==> src/rtl/dsm_pkg.sv <==
// Shared definitions for the second-generation delta-sigma DAC.
//   fs_val()    : full-scale feedback magnitude, 2^(BW-1)
//   i1_width()  : first integrator width, BW+2
//   i2_width()  : second integrator width, BW+4
//   sum_width() : moving-average running-sum width, BW+TAPS_LOG2
//   sat()       : clamp a 32-bit signed value into a W-bit signed range
//   sat_hit()   : high when sat() would clamp
package dsm_pkg;

   localparam int ACC_W = 32;  // width of the unsaturated integrator arithmetic

   function automatic int fs_val(input int bw);
      return 1 << (bw - 1);
   endfunction

   function automatic int i1_width(input int bw);
      return bw + 2;
   endfunction

   function automatic int i2_width(input int bw);
      return bw + 4;
   endfunction

   function automatic int sum_width(input int bw, input int taps_log2);
      return bw + taps_log2;
   endfunction

   function automatic logic signed [ACC_W-1:0] sat(input logic signed [ACC_W-1:0] v,
                                                    input int w);
      logic signed [ACC_W-1:0] hi;
      logic signed [ACC_W-1:0] lo;
      hi = (32'sd1 <<< (w - 1)) - 32'sd1;
      lo = -(32'sd1 <<< (w - 1));
      if (v > hi)      return hi;
      else if (v < lo) return lo;
      else             return v;
   endfunction

   function automatic logic sat_hit(input logic signed [ACC_W-1:0] v, input int w);
      return sat(v, w) != v;
   endfunction

endpackage

==> src/rtl/dsm_dac_gen2_ma_filter.sv <==
// Moving-average interpolation filter.
//   clk_i, rst_ni : clock, asynchronous active-low reset
//   clr_i         : synchronous clear of taps and running sum
//   push_i        : shift din_i in this cycle
//   din_i         : signed sample
//   avg_o         : running sum >>> TAPS_LOG2 (combinational from registers)
module ma_filter
   import dsm_pkg::*;
#(
   parameter int BW        = 14,
   parameter int TAPS_LOG2 = 3
) (
   input  logic          clk_i,
   input  logic          rst_ni,
   input  logic          clr_i,
   input  logic          push_i,
   input  logic [BW-1:0] din_i,
   output logic [BW-1:0] avg_o
);

   localparam int NT = 1 << TAPS_LOG2;
   localparam int SW = sum_width(BW, TAPS_LOG2);

   logic [BW-1:0]        taps_q [NT];
   logic signed [SW-1:0] sum_q;

   always_ff @(posedge clk_i or negedge rst_ni) begin
      if (!rst_ni) begin
         for (int k = 0; k < NT; k++) taps_q[k] <= '0;
         sum_q <= '0;
      end else if (clr_i) begin
         for (int k = 0; k < NT; k++) taps_q[k] <= '0;
         sum_q <= '0;
      end else if (push_i) begin
         taps_q[0] <= din_i;
         for (int k = 1; k < NT; k++) taps_q[k] <= taps_q[k-1];
         // Running sum: add the newcomer, drop the sample falling off the end.
         sum_q <= sum_q + SW'($signed(din_i)) - SW'($signed(taps_q[NT-1]));
      end
   end

   // The mean of NT BW-bit values always fits back into BW bits.
   assign avg_o = BW'(sum_q >>> TAPS_LOG2);

endmodule

==> src/rtl/dsm_dac_gen2.sv <==
// Oversampled delta-sigma DAC: moving-average interpolator feeding a
// run-time selectable 1st/2nd-order modulator with saturating integrators.
//   clk_i, rst_ni : clock, asynchronous active-low reset
//   en_i          : run enable; low clears all state and latches order2_i
//   order2_i      : 0 = 1st order, 1 = 2nd order (sampled only while idle)
//   din_i         : signed input sample, din_valid_i / din_ready_o handshake
//   dac_o         : 1-bit modulator output
//   ovf_o         : one-cycle pulse when an integrator clamped
//   underrun_o    : one-cycle pulse when a frame slot found no valid sample
// Handshake: a sample transfers on the rising edge where din_ready_o and
// din_valid_i are both high; ready never waits on valid, and valid is not
// required to hold once a transfer has occurred.
module dsm_dac_gen2
   import dsm_pkg::*;
#(
   parameter int BW        = 14,
   parameter int TAPS_LOG2 = 3,
   parameter int OSR_LOG2  = 4
) (
   input  logic          clk_i,
   input  logic          rst_ni,
   input  logic          en_i,
   input  logic          order2_i,
   input  logic [BW-1:0] din_i,
   input  logic          din_valid_i,
   output logic          din_ready_o,
   output logic          dac_o,
   output logic          ovf_o,
   output logic          underrun_o
);

   localparam int I1W = i1_width(BW);
   localparam int I2W = i2_width(BW);
   localparam logic signed [ACC_W-1:0] FS = ACC_W'(fs_val(BW));

   logic [OSR_LOG2-1:0]     osr_cnt_q;
   logic                    order_q;
   logic [BW-1:0]           last_q;
   logic signed [BW-1:0]    x_q;
   logic signed [I1W-1:0]   i1_q;
   logic signed [I2W-1:0]   i2_q;
   logic                    dac_q;
   logic                    ovf_q;
   logic                    und_q;

   logic                    slot;
   logic [BW-1:0]           push_data;
   logic [BW-1:0]           avg;
   logic signed [ACC_W-1:0] fb;
   logic signed [ACC_W-1:0] i1_raw, i1_nx;
   logic signed [ACC_W-1:0] i2_raw, i2_nx;
   logic                    ovf1, ovf2;
   logic                    dac_nx;

   // rst_ni is folded in so ready is low throughout reset even with en_i high.
   assign slot        = rst_ni & en_i & (osr_cnt_q == '0);
   assign din_ready_o = slot;
   // A missing sample repeats the previous one rather than injecting zero.
   assign push_data   = din_valid_i ? din_i : last_q;

   ma_filter #(
      .BW        (BW),
      .TAPS_LOG2 (TAPS_LOG2)
   ) u_filter (
      .clk_i  (clk_i),
      .rst_ni (rst_ni),
      .clr_i  (~en_i),
      .push_i (slot),
      .din_i  (push_data),
      .avg_o  (avg)
   );

   always_comb begin
      fb     = dac_q ? FS : -FS;
      i1_raw = ACC_W'(i1_q) + ACC_W'(x_q) - fb;
      i1_nx  = sat(i1_raw, I1W);
      ovf1   = sat_hit(i1_raw, I1W);
      i2_raw = ACC_W'(i2_q) + i1_nx - fb;
      i2_nx  = sat(i2_raw, I2W);
      ovf2   = order_q & sat_hit(i2_raw, I2W);
      dac_nx = order_q ? ~i2_nx[ACC_W-1] : ~i1_nx[ACC_W-1];
   end

   always_ff @(posedge clk_i or negedge rst_ni) begin
      if (!rst_ni) begin
         osr_cnt_q <= '0;
         order_q   <= 1'b0;
         last_q    <= '0;
         x_q       <= '0;
         i1_q      <= '0;
         i2_q      <= '0;
         dac_q     <= 1'b0;
         ovf_q     <= 1'b0;
         und_q     <= 1'b0;
      end else if (!en_i) begin
         osr_cnt_q <= '0;
         order_q   <= order2_i;
         last_q    <= '0;
         x_q       <= '0;
         i1_q      <= '0;
         i2_q      <= '0;
         dac_q     <= 1'b0;
         ovf_q     <= 1'b0;
         und_q     <= 1'b0;
      end else begin
         osr_cnt_q <= osr_cnt_q + 1'b1;
         // Registering the filter mean puts one cycle between a push and the
         // modulator seeing it.
         x_q       <= $signed(avg);
         i1_q      <= I1W'(i1_nx);
         if (order_q) i2_q <= I2W'(i2_nx);
         dac_q     <= dac_nx;
         ovf_q     <= ovf1 | ovf2;
         und_q     <= slot & ~din_valid_i;
         if (slot) last_q <= push_data;
      end
   end

   assign dac_o      = dac_q;
   assign ovf_o      = ovf_q;
   assign underrun_o = und_q;

endmodule
==> config.mk <==
export PLATFORM = sky130hd
export DESIGN_NAME = dsm_dac_gen2
export DESIGN_NICKNAME = d
export VERILOG_FILES = /design/src/rtl/dsm_pkg.sv /design/src/rtl/dsm_dac_gen2_ma_filter.sv /design/src/rtl/dsm_dac_gen2.sv
export SDC_FILE = /design/constraint.sdc
export NUM_CORES = 1
export LEC_CHECK = 0
export CAP_MARGIN = 20
export CORE_UTILIZATION = 30
export DETAILED_ROUTE_END_ITERATION = 16
export GPL_TIMING_DRIVEN = 0
export PLACE_DENSITY = 0.49
export SYNTH_ARGS = -nofsm -noshare
export SYNTH_HDL_FRONTEND = slang
export SYNTH_HIERARCHICAL = 1
export SYNTH_SLANG_ARGS = --single-unit
==> constraint.sdc <==
create_clock -name clk_i -period 9.06 [get_ports clk_i]
set_input_delay 1.359 -clock clk_i [delete_from_list [all_inputs] [get_ports clk_i]]
set_output_delay 1.359 -clock clk_i [all_outputs]
set_load 0.01 [all_outputs]
# Word-level counts from Yosys, hierarchy flattened
# Cells that the tools add are included.
[word_totals] regBits=199 output_inout_bits=4 wordCells=63 input_bits=19
[classes] order_cmp=4 bitwise_logic=8 n_mux=21 add_sub_neg=7 reduce_logical=1 n_eq_ne=4
[ops] op="$mux 112" count=2
[ops] op="$mux 32" count=5
[ops] op="$ne 32x32->1" count=2
[ops] op="$mux 14" count=4
[ops] op="$mux 18" count=2
[ops] op="$mux 17" count=2
[ops] op="$add 18x32->32" count=1
[ops] op="$gt 32x16->1 const B" count=1
[ops] op="$gt 32x18->1 const B" count=1
[ops] op="$lt 32x16->1 const B" count=1
[ops] op="$lt 32x18->1 const B" count=1
[ops] op="$sub 17x32->32" count=1
[ops] op="$sub 32x32->32" count=1
[ops] op="$add 16x14->17" count=1
[ops] op="$add 17x14->17" count=1
[ops] op="$sub 17x14->17" count=1
[ops] op="$mux 16" count=1
[ops] op="$add 4x1->4 const B" count=1
[ops] op="$and 1x1->1" count=4
[ops] op="$logic_not 4->1" count=1
[ops] op="$mux 1" count=4
[ops] op="$mux 4" count=1
[ops] op="$ne 2x1->1 const B" count=2
[ops] op="$not 1->1" count=3
[ops] op="$or 1x1->1" count=1

# Longest topological paths before layout
# Gate-level depths: netlist of run 1.
[logic_depth] depth_word=14 mapped_depth=34 depth_no_buf=31

# Modules after synthesis
# Netlist of run 1, hierarchy kept.
[modules_own_cells] mod="dsm_dac_gen2" area_each_um2=7225.7 cells_per_inst=884 n_inst=1 seq_area_each_um2=1751.7
[modules_own_cells] mod="ma_filter" area_each_um2=6680.2 cells_per_inst=630 n_inst=1 seq_area_each_um2=3228.1

# Worst setup path before layout of run 1
# OpenSTA, ideal clock, no wires.
[synth_timing] path_kind="register -> register" startpoint="reg dac_q (netlist: dac_o)" endpoint="reg i2_q[6]" setup_slack_ns=1.031 synth_period_minus_slack_ns=8.029 stages_incl_launch_ff=32 arrival_ns=7.897 n_path_buf=4 path_cell_list="dfrtp_1 -> inv_1 -> fa_1 -> inv_1 -> ha_1 -> a21o_1 -> o21bai_1 -> a2111oi_0 -> o32ai_2 -> clkbuf_1 -> nor2_1 -> nand2_1 -> ha_1 -> clkbuf_1 -> nor2_1 -> a21oi_1 -> fa_1 -> ha_1 -> clkbuf_1 -> a21oi_1 -> o21ai_0 -> nor2_1 -> and3_1 -> a211oi_1 -> nand3_1 -> xnor2_2 -> nand4_1 -> ha_1 -> clkbuf_1 -> o21ai_0 -> o22ai_2 -> nor2_1"
[synth_via] elab_chain_cells=12 elab_cells_between_ends=14
[synth_lines] element="start, declared" line="dsm_dac_gen2.sv:42" text="logic dac_q;"
[synth_lines] element="start signal, assigned" line="dsm_dac_gen2.sv:112" text="dac_q <= dac_nx;"
[synth_lines] element="$mux 32 (*)" line="dsm_dac_gen2.sv:74" text="fb = dac_q ? FS : -FS;"
[synth_lines] element="$sub 17x32->32" line="dsm_dac_gen2.sv:75" text="i1_raw = ACC_W'(i1_q) + ACC_W'(x_q) - fb;"
[synth_lines] element="$lt 32x16->1" line="dsm_pkg.sv:35" text="else if (v < lo) return lo;"
[synth_lines] element="$mux 32" line="dsm_pkg.sv:35"
[synth_lines] element="$mux 32" line="dsm_pkg.sv:34" text="if (v > hi) return hi;"
[synth_lines] element="$add 18x32->32" line="dsm_dac_gen2.sv:78" text="i2_raw = ACC_W'(i2_q) + i1_nx - fb;"
[synth_lines] element="$sub 32x32->32 (*)" line="dsm_dac_gen2.sv:78"
[synth_lines] element="$lt 32x18->1" line="dsm_pkg.sv:35"
[synth_lines] element="$mux 32" line="dsm_pkg.sv:35"
[synth_lines] element="$mux 32 (*)" line="dsm_pkg.sv:34"
[synth_lines] element="$mux 18 (*)" line="dsm_dac_gen2.sv:111" text="if (order_q) i2_q <= I2W'(i2_nx);"
[synth_lines] element="$mux 18 (*)" line="dsm_dac_gen2.sv:95" text="end else if (!en_i) begin"
[synth_lines] element="end signal, assigned" line="dsm_dac_gen2.sv:111"
[synth_lines] element="end, declared" line="dsm_dac_gen2.sv:41" text="logic signed [I2W-1:0] i2_q;"
# Every way passes the cells marked *; elsewhere a longest branch is shown, timed or not. The select of a mux whose other input is x is not followed.
# A chain may end at the register's enable or synchronous reset.

# Final worst setup path of run 1
[layout_timing] startpoint="reg dac_q (netlist: dac_o)" endpoint="reg i2_q[3]"
# Same word-level chain as after synthesis.

==> metrics.yaml, run 1 <==
routing:
  vias: 10700
  routedWlPerCell_um: 16.3
  drc_errors: 0
  antenna_left: 0
  drt-pass1-iter-count: 5
  drt_iter0_markers: 777
  drt-total-wl_um: 35400
  vias_per_cell: 4.91
die:
  start_util_pct: 30.5
  die_h_um: 217
  die_w_um: 217
  die_area_um2: 47200
  num_rows: 78
  core_um2: 45600
  num_io_pins: 23
logic_synthesis:
  ys_types: 91
  synth_top_cells_by_area: "dfrtp_1, ha_1, mux2i_1"
  synth_top_area_share_pct: 35.8
  ys_ff_latch: 199
  ys.warnings.count: 6
  netlist_instances: 1514
  synth-edff-count: 0
  synth_largest_area_cell: "dfrtp_1"
  yosysSeqAreaShare_pct: 35.8
  synth_area_um2: 13900
  avgSynthCellArea_um2: 9.18
  synth-main-ff-cell: "dfrtp_1"
  synthArstFlopShare_pct: 100
  syn_nets: 1665
global_route:
  grtUsageTotal_pct: 15.5
  grt_overflow_total: 0
  grt_pass1_vias: 10300
  antenna_found_initial: 0
  grt_first_pass_wirelength_um: 57500
  grt_max_degree: 116
place:
  io_buffers: 21
  dpl.hpwl_um: 27700
  place_inst: 2136
  gp_congestion: 0.850
cts:
  hold_buffers: 0
  clkTransAtPathRegs_ps: 80
  numCtsBuffers: 17
  clock-sinks: 199
  clockBufferDepth: 2
  root_buffer: "clkbuf_16"
  cts_tree: "done"
  worstSkewPairLatency_ps: 460
  htreeDepth: 4
status:
  status: "complete, no violations"
worst_setup_path:
  critical_path_class: "flip-flop to flip-flop"
  cp_top_family: "adder cells"
  required_ps: 9440
  slowest_stage: "nor4_2"
  crit_fanout: 10
  slowest_delay_ps: 560
  critPathBufInv: 7
  cp_common_cell: "inv_1"
  cp-start-kind: "flip-flop"
  crit_path_end_kind: "flip-flop"
  cp_data_arrival_time_ps: 8850
timing:
  fmax_mhz: 118
  period_minus_slack_ps: 8470
  relSlewSlack_pct: 47.2
  final-setup-viol-count: 0
  fin_crit_sh_pct: 93.5
  worst_pin_slew_ps: 792
  skew_ps: 21.3
  hold_viol_final: 0
  rsz0062_at_grt: "no"
  maxSlewViolCount: 0
flow_run:
  cap_violations: 0
finish:
  final_layout_size_suffix_gt1_share_pct: 8.34
  final_cells: 2172
  final_common_cell: "nor2_1"
  final_cell_mix: "nor2_1, dfrtp_1, inv_1"
  synthToLayoutAreaGrowth_pct: 11.7
  fillCellCount: 4772
  finalNetCount: 1709
worst_hold_path:
  min_path_type: "flip-flop to flip-flop"
-- final timing paths --
kind,slack (ps),endpoint,cells past startpoint,start
max,590,i2_q[3]$_DFFE_PN0P_,30,dac_o$_DFF_PN0_
min,480,osr_cnt_q[0]$_DFF_PN0_,1,osr_cnt_q[0]$_DFF_PN0_
max reg2reg,590,i2_q[3]$_DFFE_PN0P_,30,dac_o$_DFF_PN0_
min reg2reg,480,osr_cnt_q[0]$_DFF_PN0_,1,osr_cnt_q[0]$_DFF_PN0_
max in group asynchronous,7090,dac_o$_DFF_PN0_,2,rst_ni
min in group asynchronous,890,u_filter/taps_q[88]$_DFFE_PN0P_,1,rst_ni
-- worst register-to-register path: cells and delay by family (launching register included) --
kind                       cells  cell delay (ps)
and+or+nand+nor                9             2270
DFF                            1              500
buffers and inverters          7             1100
AOI/OAI and AO/OA              8             2230
adders and majority gates      6             2300
-- flip-flops by register name (all words and copies together) (netlist names) --
signal / flops
u_filter/sum_q: 17
last_q: 14
osr_cnt_q: 4
dac_o: 1
u_filter/taps_q: 112
i1_q: 16
i2_q: 18
underrun_o: 1
order_q: 1
x_q: 14
ovf_o: 1
-- stage by stage --
stage | hold slack [ps] | setup TNS, ps | worst slack, ps | utilization [%] | cell area [um^2]
after floorplan | 445 | 0 | 1030 | - | 13900
after global placement | 465 | -866590 | -3610 | 32.6 | 14900
after detailed placement | 473 | -13510 | -875 | 32.7 | 14900
after CTS | 485 | 0 | 123 | 34.0 | 15500
after global routing | 506 | 0 | 61.1 | 34.1 | 15500
final | 481 | 0 | 590 | 34.1 | 15500
-- final cells by class --
type,count,area (um^2),share of cell area (%)
antenna,1,2.50,0.0161
buffer,80,394,2.54
clock buffer,17,425,2.74
clock inverter,15,165,1.06
inverter,180,676,4.35
multi-input combinational,1055,7870,50.7
sequential,199,4980,32.1
tap,600,751,4.83
timing repair buffer,25,265,1.71
-- synth_stat cells (11+ instances only) --
cell and number:
a211oi_1 11, a21o_1 13, a21oi_1 86, a31oi_1 12, and2_1 25, buf_2 18, buf_4 14, clkbuf_1 38
dfrtp_1 199, fa_1 35, ha_1 97, inv_1 180, mux2_2 14, mux2i_1 119, nand2_1 85, nand2b_1 11
nand3_1 27, nand4_1 17, nor2_1 200, nor3_1 11, o211ai_1 12, o21a_1 18, o21ai_0 58, xnor2_1 22
xor2_1 21
-- repair_timing --
item,CTS,global route
endpoints found under the setup margin,20,20
setup buffers,0,3
gates resized for setup,6,5
-- routing by layer --
layer | up-vias | share of wire [%] | GRT usage, %
met5 | - | 0 | 0
met4 | 0 | 1.1 | 3.22
met3 | 24 | 3.4 | 2.25
met2 | 148 | 44 | 23.5
met1 | 5201 | 51 | 23.1
li1 | 5282 | - | -
-- cell families after synthesis --
group	share of synthesized area, %
simple gates	15.0
compound gates	15.2
buf+inv	7.67
flops	35.8
mux	9.70
fa+ha+maj	13.8
xor+xnor	2.83
Power of run 1 is left out: the tool's default activity adds up to more than one toggle a clock period on the data nets, which glitch-free logic cannot reach.
==> run 2, diff against run 1 <==
CORE_MARGIN = 3   (was unset)
==> metrics.yaml, run 2 (synthesis results as in run 1) <==
status:
  status: "complete, no violations"  # unchanged
global_route:
  grt_overflow_total: 0  # unchanged
  grtUsageTotal_pct: 14.5  # was 15.5%
  grt_max_degree: 109  # was 116
  grt_pass1_vias: 10400  # was 10300
  grt_first_pass_wirelength_um: 57200  # was 57500 um
  antenna_found_initial: 0  # unchanged
worst_setup_path:
  critPathBufInv: 7  # unchanged
  cp_common_cell: "inv_1"  # unchanged
  crit_fanout: 10  # unchanged
  required_ps: 9440  # about the same
  cp_top_family: "compound AO/OA/AOI/OAI gates"  # was adder cells
  crit_path_end_kind: "flip-flop"  # unchanged
  cp-start-kind: "flip-flop"  # unchanged
  slowest_delay_ps: 520  # was 560 ps
  critical_path_class: "flip-flop to flip-flop"  # unchanged
  slowest_stage: "a2111oi_0"  # was nor4_2
  cp_data_arrival_time_ps: 8710  # was 8850 ps
routing:
  routedWlPerCell_um: 16.3  # about the same
  drt-pass1-iter-count: 5  # unchanged
  vias_per_cell: 4.94  # was 4.91
  drt-total-wl_um: 35400  # about the same
  antenna_left: 0  # unchanged
  vias: 10700  # about the same
  drc_errors: 0  # unchanged
  drt_iter0_markers: 641  # was 777
die:
  core_um2: 45600  # unchanged
  die_w_um: 221  # was 217 um
  die_h_um: 221  # was 217 um
  num_rows: 78  # unchanged
  die_area_um2: 49000  # was 47200 um^2
  start_util_pct: 30.5  # unchanged
  num_io_pins: 23  # unchanged
cts:
  root_buffer: "clkbuf_16"  # unchanged
  worstSkewPairLatency_ps: 450  # was 460 ps
  clock-sinks: 199  # unchanged
  clkTransAtPathRegs_ps: 80  # about the same
  cts_tree: "done"  # unchanged
  htreeDepth: 4  # unchanged
  numCtsBuffers: 17  # unchanged
  hold_buffers: 0  # unchanged
  clockBufferDepth: 2  # unchanged
finish:
  final_cell_mix: "nor2_1, dfrtp_1, inv_1"  # unchanged
  finalNetCount: 1709  # unchanged
  antenna_cells: 0  # was 1
  top_regs: "u_filter/taps_q x112, i2_q x18, u_filter/sum_q x17"  # unchanged
  top_register: "u_filter/taps_q"  # unchanged
  stdcell_area_um2: 15600  # was 15500 um^2
  synthToLayoutAreaGrowth_pct: 11.9  # was 11.7%
  final_cells: 2171  # was 2172
  largest_register_ffs: 112  # unchanged
  final_common_cell: "nor2_1"  # unchanged
  final_layout_size_suffix_gt1_share_pct: 8.34  # unchanged
worst_hold_path:
  min_path_type: "flip-flop to flip-flop"  # unchanged
timing:
  fmax_mhz: 120  # was 118 MHz
  skew_ps: 12.5  # was 21.3 ps
  maxSlewViolCount: 0  # unchanged
  relSlewSlack_pct: 43.9  # was 47.2%
  fin_crit_sh_pct: 92.0  # was 93.5%
  worst_pin_slew_ps: 842  # was 792 ps
  rsz0062_at_grt: "no"  # unchanged
  hold_viol_final: 0  # unchanged
  period_minus_slack_ps: 8330  # was 8470 ps
  final-setup-viol-count: 0  # unchanged
  timing.setup.tns_ps: 0  # unchanged
place:
  place_inst: 2136  # unchanged
  io_buffers: 21  # unchanged
  gp_congestion: 0.839  # was 0.850
  dpl.hpwl_um: 27500  # was 27700 um
  placed_area_um2: 14900  # unchanged
flow_run:
  cap_violations: 0  # unchanged
## run 2: changes by cell type in the layout (fill, tap and decap cells not counted), sizes merged
| cell | delta |
|---|---|
| bufinv | +1 |
| clkbuf | +3 |
| clkinv | -2 |
| clkinvlp | -2 |
| diode | -1 |
## run 2: worst paths after layout
kind,end,cells after the start,slack [ps],from
setup / recovery,i2_q[9]$_DFFE_PN0P_,31,730,dac_o$_DFF_PN0_
hold / removal,osr_cnt_q[0]$_DFF_PN0_,1,480,osr_cnt_q[0]$_DFF_PN0_
setup reg to reg,i2_q[9]$_DFFE_PN0P_,31,730,dac_o$_DFF_PN0_
hold reg to reg,osr_cnt_q[0]$_DFF_PN0_,1,480,osr_cnt_q[0]$_DFF_PN0_
max in group asynchronous,dac_o$_DFF_PN0_,2,7050,rst_ni
min in group asynchronous,u_filter/taps_q[74]$_DFFE_PN0P_,1,900,rst_ni
## run 2: metrics by stage
| step | util [%] | setup slack, ps | hold WS (ps) |
|---|---|---|---|
| CTS | 34.0 | 38.1 | 486 |
| detailed placement | 32.7 | -876 | 474 |
| global placement | 32.6 | -3650 | 468 |
| finish | 34.2 | 728 | 478 |
| global route | 34.2 | 51.2 | 523 |
| floorplan | - | 1030 | 445 |
## run 2: layout make-up
cell class | instances | area (um^2)
Buffer | 80 | 394
Clock buffer | 20 | 447
Clock inverter | 12 | 158
Fill cell | 4748 | 30000
Inverter | 180 | 676
Multi-Input combinational cell | 1055 | 7890
Sequential cell | 199 | 4980
Tap cell | 600 | 751
Timing Repair Buffer | 25 | 265
## run 2: layer usage
layer,up-vias,global-route usage (%),part of all wire [%]
li1,5275,-,-
met1,5252,22.0,51
met2,177,21.8,44
met3,23,1.76,3.4
met4,0,3.51,1.2
met5,-,0,0
## run 2: repair_timing
| item | in CTS | in global routing |
|---|---|---|
| buffers inserted | 0 | 3 |
| pin swaps | 0 | 1 |
| setup endpoints to repair | 20 | 20 |
| gates resized for setup | 6 | 9 |
Power of run 2 is left out for the same reason.
